$ cat config.mk
export PLATFORM = sky130hd
export DESIGN_NAME = cpu_control_flat
export DESIGN_NICKNAME = d
export VERILOG_FILES = /design/src/rtl/cpu_control_if.sv /design/src/rtl/cpu_control.sv /design/src/flat_wrapper.sv
export SDC_FILE = /design/constraint.sdc
export NUM_CORES = 1
export LEC_CHECK = 0
export ABC_AREA = 1
export ABC_CLOCK_PERIOD_IN_PS = 4360
export BUFFER_PORTS_ARGS = -buffer_cell sky130_fd_sc_hd__buf_4
export CELL_PAD_IN_SITES_DETAIL_PLACEMENT = 0
export CELL_PAD_IN_SITES_GLOBAL_PLACEMENT = 1
export CORE_AREA = 10 10 71 88
export DETAILED_ROUTE_END_ITERATION = 10
export DIE_AREA = 0 0 81 98
export GPL_ROUTABILITY_DRIVEN = 0
export GPL_TIMING_DRIVEN = 0
export PLACE_DENSITY_LB_ADDON = 0.1
export RECOVER_POWER = 100
export SLEW_MARGIN = 20
export SYNTH_ARGS = -nofsm -noshare
export SYNTH_HDL_FRONTEND = slang
export SYNTH_SLANG_ARGS = --single-unit
$ cat constraint.sdc
create_clock -name clk -period 4.36 [get_ports clk]
set_clock_uncertainty 0.2 [all_clocks]
set_input_delay 0 -clock clk [delete_from_list [all_inputs] [get_ports clk]]
set_output_delay 0 -clock clk [all_outputs]
set_load 0.05 [all_outputs]
$ cat src/rtl/cpu_control_if.sv
// rtl/cpu_control_if.sv - sequencer <-> datapath signal bundle
// master: cpu_control (drives state, cycle, opcode, strobes)
// slave : cpu datapath (drives instruction, bus_ready, jump_allowed)
interface cpu_control_if;
    logic [7:0] instruction;
    logic       bus_ready;
    logic       jump_allowed;
    logic [7:0] state;
    logic [3:0] cycle;
    logic [7:0] opcode;
    logic       c_rfi;
    logic       c_rfo;
    logic       pc_inc;
    logic       pc_load;
    logic       pc_dec;

    modport master (
        input  instruction, bus_ready, jump_allowed,
        output state, cycle, opcode, c_rfi, c_rfo, pc_inc, pc_load, pc_dec
    );

    modport slave (
        output instruction, bus_ready, jump_allowed,
        input  state, cycle, opcode, c_rfi, c_rfo, pc_inc, pc_load, pc_dec
    );
endinterface

$ cat src/rtl/cpu_control.sv
// rtl/cpu_control.sv - microcode sequencer (Moore FSM) of the 8-bit CPU
// Ports: clk (system clock), reset_cycle (sync, active-high),
//        bus (cpu_control_if.master: instruction/bus_ready/jump_allowed in;
//             state/cycle/opcode/c_rfi/c_rfo/pc_inc/pc_load/pc_dec out)
// Optional feature: CPU_CTRL_BUS_WAIT_EN - bus-access states stall while bus_ready==0.
module cpu_control #(
    parameter int unsigned PHASES    = 3,
    parameter int unsigned CYCLE_MAX = 15
) (
    input  logic                 clk,
    input  logic                 reset_cycle,
    cpu_control_if.master        bus
);

    typedef enum logic [7:0] {
        S_NEXT       = 8'h00, S_FETCH_PC  = 8'h01, S_FETCH_INST = 8'h02, S_HALT     = 8'h03,
        S_JUMP       = 8'h04, S_OUT       = 8'h05, S_ALU_EXEC   = 8'h07, S_MOV_STORE = 8'h08,
        S_MOV_FETCH  = 8'h09, S_MOV_LOAD  = 8'h0A, S_FETCH_SP   = 8'h0C, S_PC_STORE = 8'h0D,
        S_TMP_JUMP   = 8'h0E, S_RET       = 8'h0F, S_INC_SP     = 8'h10, S_IN       = 8'h12,
        S_REG_STORE  = 8'h13, S_SET_REG   = 8'h14, S_LOAD_IMM   = 8'h15, S_ALU_WB   = 8'h17
    } state_e;

    localparam logic [7:0] OP_NOP  = 8'h00, OP_CALL = 8'h01, OP_RET  = 8'h02, OP_OUT = 8'h03,
                           OP_IN   = 8'h04, OP_HLT  = 8'h05, OP_CMP  = 8'h06, OP_LDI = 8'h10,
                           OP_JMP  = 8'h18, OP_PUSH = 8'h20, OP_POP  = 8'h28, OP_ALU = 8'h40,
                           OP_MOV  = 8'h80;

    state_e     state_q, state_d, state_nxt;
    logic [3:0] cycle_q, cycle_d;
    logic [1:0] phase_q, phase_d;
    logic [7:0] op_q, op_d;     // opcode class captured when leaving FETCH_INST
    logic [7:0] opcode;
    logic       wait_hold;
    logic [7:0] ir;

    assign ir = bus.instruction;

    always_comb begin
        opcode = OP_NOP;
        case (ir[7:6])
            2'b01:   opcode = OP_ALU;
            2'b10:   opcode = OP_MOV;
            2'b11:   opcode = OP_NOP;
            default: begin
                if (ir[5:3] == 3'b000) begin
                    if (ir[2:0] != 3'd7) opcode = {5'b00000, ir[2:0]};
                end else if (ir[5:4] != 2'b11) begin
                    opcode = {2'b00, ir[5:3], 3'b000};
                end
            end
        endcase
    end

`ifdef CPU_CTRL_BUS_WAIT_EN
    assign wait_hold = !bus.bus_ready &&
                       (state_q inside {S_FETCH_INST, S_LOAD_IMM, S_JUMP, S_RET, S_MOV_LOAD});
`else
    wire unused_bus_ready = bus.bus_ready;
    assign wait_hold = 1'b0;
`endif

    always_comb begin
        state_nxt = S_NEXT;
        case (state_q)
            S_NEXT:       state_nxt = S_FETCH_PC;
            // cycle 1 means this FETCH_PC is the instruction fetch prefix,
            // otherwise it is the operand fetch of LDI/JMP/CALL.
            S_FETCH_PC: begin
                if (cycle_q == 4'd1)                      state_nxt = S_FETCH_INST;
                else if (op_q == OP_LDI || op_q == OP_CALL) state_nxt = S_LOAD_IMM;
                else if (op_q == OP_JMP)                  state_nxt = S_JUMP;
                else                                      state_nxt = S_NEXT;
            end
            S_FETCH_INST: begin
                case (opcode)
                    OP_HLT:                  state_nxt = S_HALT;
                    OP_LDI, OP_JMP, OP_CALL: state_nxt = S_FETCH_PC;
                    OP_ALU, OP_CMP:          state_nxt = S_ALU_EXEC;
                    OP_OUT:                  state_nxt = S_OUT;
                    OP_IN:                   state_nxt = S_IN;
                    OP_MOV:                  state_nxt = S_MOV_FETCH;
                    OP_PUSH:                 state_nxt = S_FETCH_SP;
                    OP_POP, OP_RET:          state_nxt = S_INC_SP;
                    default:                 state_nxt = S_NEXT;
                endcase
            end
            S_HALT:       state_nxt = S_HALT;
            S_LOAD_IMM:   state_nxt = (op_q == OP_CALL) ? S_FETCH_SP : S_SET_REG;
            S_ALU_EXEC:   state_nxt = (op_q == OP_ALU) ? S_ALU_WB : S_NEXT;
            S_MOV_FETCH:  state_nxt = S_MOV_LOAD;
            S_MOV_LOAD:   state_nxt = S_MOV_STORE;
            S_INC_SP:     state_nxt = S_FETCH_SP;
            S_PC_STORE:   state_nxt = S_TMP_JUMP;
            S_FETCH_SP: begin
                case (op_q)
                    OP_PUSH: state_nxt = S_REG_STORE;
                    OP_POP:  state_nxt = S_SET_REG;
                    OP_CALL: state_nxt = S_PC_STORE;
                    OP_RET:  state_nxt = S_RET;
                    default: state_nxt = S_NEXT;
                endcase
            end
            default:      state_nxt = S_NEXT;
        endcase
    end

    always_comb begin
        state_d = state_q;
        cycle_d = cycle_q;
        op_d    = op_q;
        phase_d = (phase_q == 2'(PHASES - 1)) ? 2'd0 : phase_q + 2'd1;
        if (phase_q == 2'(PHASES - 1) && !wait_hold) begin
            state_d = state_nxt;
            if (state_q == S_FETCH_INST) op_d = opcode;
            if (state_nxt == S_NEXT)
                cycle_d = 4'd0;
            else if (state_nxt != state_q && cycle_q != 4'(CYCLE_MAX))
                cycle_d = cycle_q + 4'd1;
        end
    end

    always_ff @(posedge clk) begin
        if (reset_cycle) begin
            state_q <= S_NEXT;
            cycle_q <= 4'd0;
            phase_q <= 2'd0;
            op_q    <= OP_NOP;
        end else begin
            state_q <= state_d;
            cycle_q <= cycle_d;
            phase_q <= phase_d;
            op_q    <= op_d;
        end
    end

    assign bus.state   = state_q;
    assign bus.cycle   = cycle_q;
    assign bus.opcode  = opcode;
    assign bus.pc_inc  = (state_q == S_FETCH_PC);
    assign bus.pc_load = ((state_q == S_JUMP) && bus.jump_allowed) ||
                         (state_q == S_RET) || (state_q == S_TMP_JUMP);
    assign bus.c_rfi   = (state_q == S_SET_REG) || (state_q == S_ALU_WB) || (state_q == S_IN) ||
                         ((state_q == S_LOAD_IMM) && (opcode == OP_CALL)) ||
                         ((state_q == S_MOV_STORE) && (ir[5:3] != 3'd7));
    assign bus.c_rfo   = (state_q == S_OUT) || (state_q == S_REG_STORE) || (state_q == S_TMP_JUMP) ||
                         ((state_q == S_MOV_STORE) && (ir[2:0] != 3'd7));
    assign bus.pc_dec  = 1'b0;

endmodule

$ cat src/flat_wrapper.sv
// flat-port wrapper written by rule: the top's interface ports become plain ports
module cpu_control_flat 
#(
    parameter int unsigned PHASES    = 3,
    parameter int unsigned CYCLE_MAX = 15
)
  (clk, reset_cycle, bus_instruction, bus_bus_ready, bus_jump_allowed, bus_state, bus_cycle, bus_opcode, bus_c_rfi, bus_c_rfo, bus_pc_inc, bus_pc_load, bus_pc_dec);
  cpu_control_if bus_i ();
  input  logic clk;
  input  logic reset_cycle;
  input wire logic [$bits(bus_i.instruction)-1:0] bus_instruction;
  input wire logic [$bits(bus_i.bus_ready)-1:0] bus_bus_ready;
  input wire logic [$bits(bus_i.jump_allowed)-1:0] bus_jump_allowed;
  output wire logic [$bits(bus_i.state)-1:0] bus_state;
  output wire logic [$bits(bus_i.cycle)-1:0] bus_cycle;
  output wire logic [$bits(bus_i.opcode)-1:0] bus_opcode;
  output wire logic [$bits(bus_i.c_rfi)-1:0] bus_c_rfi;
  output wire logic [$bits(bus_i.c_rfo)-1:0] bus_c_rfo;
  output wire logic [$bits(bus_i.pc_inc)-1:0] bus_pc_inc;
  output wire logic [$bits(bus_i.pc_load)-1:0] bus_pc_load;
  output wire logic [$bits(bus_i.pc_dec)-1:0] bus_pc_dec;
  assign bus_i.instruction = bus_instruction;
  assign bus_i.bus_ready = bus_bus_ready;
  assign bus_i.jump_allowed = bus_jump_allowed;
  assign bus_state = bus_i.state;
  assign bus_cycle = bus_i.cycle;
  assign bus_opcode = bus_i.opcode;
  assign bus_c_rfi = bus_i.c_rfi;
  assign bus_c_rfo = bus_i.c_rfo;
  assign bus_pc_inc = bus_i.pc_inc;
  assign bus_pc_load = bus_i.pc_load;
  assign bus_pc_dec = bus_i.pc_dec;
  cpu_control #(.PHASES(PHASES), .CYCLE_MAX(CYCLE_MAX)) u_core (.clk(clk), .reset_cycle(reset_cycle), .bus(bus_i));
endmodule
==> flow_summary.json <==
{
  "ff_latch_area_um2": 380,
  "crit_arrival_ns": 2.76,
  "postCtsSetupRepairBufs": 0,
  "syn_to_final_growth_pct": 20.2,
  "drv_cap": 0,
  "numClockSinks": 19,
  "wire_per_inst_um": 12.3,
  "dp_hpwl_mm": 4.12,
  "hp-class": "primary input to flop",
  "root_buffer": "clkbuf_8",
  "ctsHoldBuffers": 8,
  "p_switching_uw": 230,
  "swShare_pct": 42.9,
  "num_rows": 28,
  "grt-ovfl-total": 0,
  "ys_seq_elements": 19,
  "period_needed_ns": 2.79,
  "rsz0062_at_grt": "no",
  "finalCritPeriodShare_pct": 64.1,
  "cts_tree": "done",
  "routed_via_density": 4.73,
  "numCtsBuffers": 3,
  "yosys_warnings": 0,
  "dp_cells": 391,
  "die_x_um": 81,
  "drv_slew": 0,
  "crit_required_ns": 4.33,
  "endpoint_kind": "flop",
  "hold_viol": 1,
  "grt_max_degree": 12,
  "final_cell_mix": "nand2_1 (72), nor2_1 (54), inv_1 (49), nand3_1 (30), clkbuf_1 (24)",
  "setup_viol": 0,
  "post_cts_resized": 0,
  "final.setup.worst_slack_ns": 1.57,
  "place.port_buffers": 31,
  "synthTopCellsByArea": "dfxtp_1 (22%), nand2_1 (16%), nor2_1 (11%)",
  "synthCells": 297,
  "initialDrtViolationCount": 118,
  "r2r_slack_ns": 2.01,
  "internal_power_uw": 306,
  "status": "complete, but fails checks",
  "post-synth-top-area-fraction_pct": 22.2,
  "reg2reg_depth": 8,
  "syn_avg_cell_area_um2": 5.76,
  "grt_pass1_wl_mm": 8.66,
  "cp_slowest_cell": "dlygate4sd3_1",
  "leakagePower_uw": 0.00110,
  "final_cells": 403,
  "cp-startpoint": "bus_instruction[3]",
  "drive_gt1_share_pct": 9.33,
  "pre_cts_ws_ns": 2.02,
  "final_common_cell": "nand2_1",
  "die_area_mm2": 0.00794,
  "coreArea_mm2": 0.00462,
  "htreeDepth": 1,
  "path_clk_slew_ns": 0.08,
  "start_util_pct": 37.0,
  "comb_power_share_pct": 38.3,
  "yosysUniqueCellTypes": 31,
  "irDropWorstVdd_v": 0.000118,
  "synth_top_area_cell": "dfxtp_1",
  "fin_hold_ws_ns": -0.00117,
  "finalPower_uw": 536,
  "critPathLaunchType": "primary input",
  "die_height_um": 98,
  "detail_route.drc_violations": 0,
  "violations": "negative hold slack",
  "wirelength_mm": 4.97,
  "fmax_ghz": 0.358,
  "clk-insertion-delay-late_ns": 0.26,
  "grt_pass1_vias": 1909,
  "vias": 1907,
  "seq_area_frac_synth_pct": 22.2,
  "rr_startpoint": "u_core.bus.state[3]",
  "netlist_area_mm2": 0.00171,
  "fill_cells": 544,
  "power.density_mw_per_mm2": 261,
  "antenna_left": 0,
  "path_class": "primary input to flop",
  "antenna_found_initial": 0,
  "timing.setup.tns_ns": 0,
  "grt_usage_pct": 13.3,
  "path_cells": "dlygate4sd3_1 > buf_4 > inv_1 > nand2_1 > nor2_1 > dlygate4sd3_1 > nand3_1 > nor2_1 > nand2_1 > nand2_1 > nor2_1 > nor2_1 > nor2_1 > nand3_1 > o21bai_2 > nand2_1 > nand2_1 > nand2_1 > nor2_1",
  "crit_path_max_fanout": 6,
  "tightest_slew_ns": 0.610,
  "fin_nets": 364,
  "io_pins": 37,
  "reg2reg_to": "u_core.op_q[5]",
  "slew_headroom_pct": 59.5,
  "pwr-share-clk_pct": 24.4,
  "first_pass_iters": 4,
  "slowest_delay_ns": 0.58,
  "endpoint": "u_core.bus.cycle[3]",
  "antenna_cells": 0,
  "cts.path.max_buffers": 2,
  "seq_power_share_pct": 37.3,
  "multi_input_area_mm2": 0.00109
}
==> cell usage after synthesis, drive strengths merged <==
| master | number |
|---|---|
| and3 | 1 |
| nor3 | 6 |
| o221ai | 1 |
| a21oi | 12 |
| clkinv | 1 |
| o2111ai | 1 |
| a311o | 1 |
| nor2 | 60 |
| o21ai | 11 |
| nand2 | 73 |
| ha | 8 |
| nand4 | 3 |
| o211ai | 2 |
| buf | 6 |
| o21bai | 1 |
| nand3 | 33 |
| inv | 51 |
| o22ai | 3 |
| a31oi | 2 |
| xor2 | 1 |
| conb | 1 |
| dfxtp | 19 |
==> kinds of logic after synthesis <==
| kind of cell | synth area share [%] |
|---|---|
| other | 0.219 |
| adders and majority gates | 5.85 |
| AOI/OAI and AO/OA | 12.1 |
| buffers and inverters | 14.1 |
| xor gates and xnor gates | 0.512 |
| and+or+nand+nor | 45.0 |
| DFF | 22.2 |
==> flip-flops by register name, indices dropped and copies added, names as in the netlist <==
register and flops:
u_core.op_q 8, u_core.bus.state 5, u_core.bus.cycle 4, u_core.phase_q 2
==> worst max-delay path: cells and delay by family <==
family | cells | cell delay (ns)
buffers and inverters | 4 | 1.34
and+or+nand+nor | 14 | 1.31
AOI/OAI and AO/OA | 1 | 0.08
==> power groups by stage <==
stage / clock (uW) / sequential, uW / combinational (uW)
after floorplan: 0 / 235 / 127
after global placement: 0 / 205 / 219
after detailed placement: 0 / 205 / 219
after CTS: 134 / 201 / 224
after global routing: 140 / 203 / 230
final: 131 / 200 / 205
==> area by class of cell <==
class / instances / area share (%)
Tap cell: 60 / 3.65
Inverter: 52 / 9.49
Buffer: 6 / 2.19
Multi-Input combinational cell: 223 / 52.9
Timing Repair Buffer: 39 / 11.0
Clock inverter: 1 / 0.243
Clock buffer: 3 / 2.01
Sequential cell: 19 / 18.5
==> through the flow <==
step | area, um2 | utilization [%]
3_5_place_dp | 2030 | 43.9
2_1_floorplan | 1720 | -
4_1_cts | 2160 | 46.6
6_report | 2060 | 44.5
5_1_grt | 2060 | 44.5
3_3_place_gp | 2030 | 43.9
==> how the worst min path moves through the flow <==
stage / from / to / slack [ns] / depth (start not counted)
after floorplan: reset_cycle / u_core.op_q[2] / -0.13 / 1
after global placement: reset_cycle / u_core.op_q[2] / -0.005 / 2
after detailed placement: reset_cycle / u_core.op_q[2] / -0.006 / 2
after CTS: bus_instruction[7] / u_core.op_q[7] / 0.007 / 4
after global routing: bus_instruction[1] / u_core.op_q[2] / 0.06 / 6
final: bus_instruction[7] / u_core.op_q[7] / -0.001 / 4
==> routing by layer <==
layer	vias to the layer above	share of wire [%]	GRT usage, %
met2	38	52	24.0
met4	0	1.6	3.74
met5	-	0	0
met3	7	4.4	2.84
met1	836	42	15.0
li1	1026	-	-
Power figures use the tool's default switching activity.
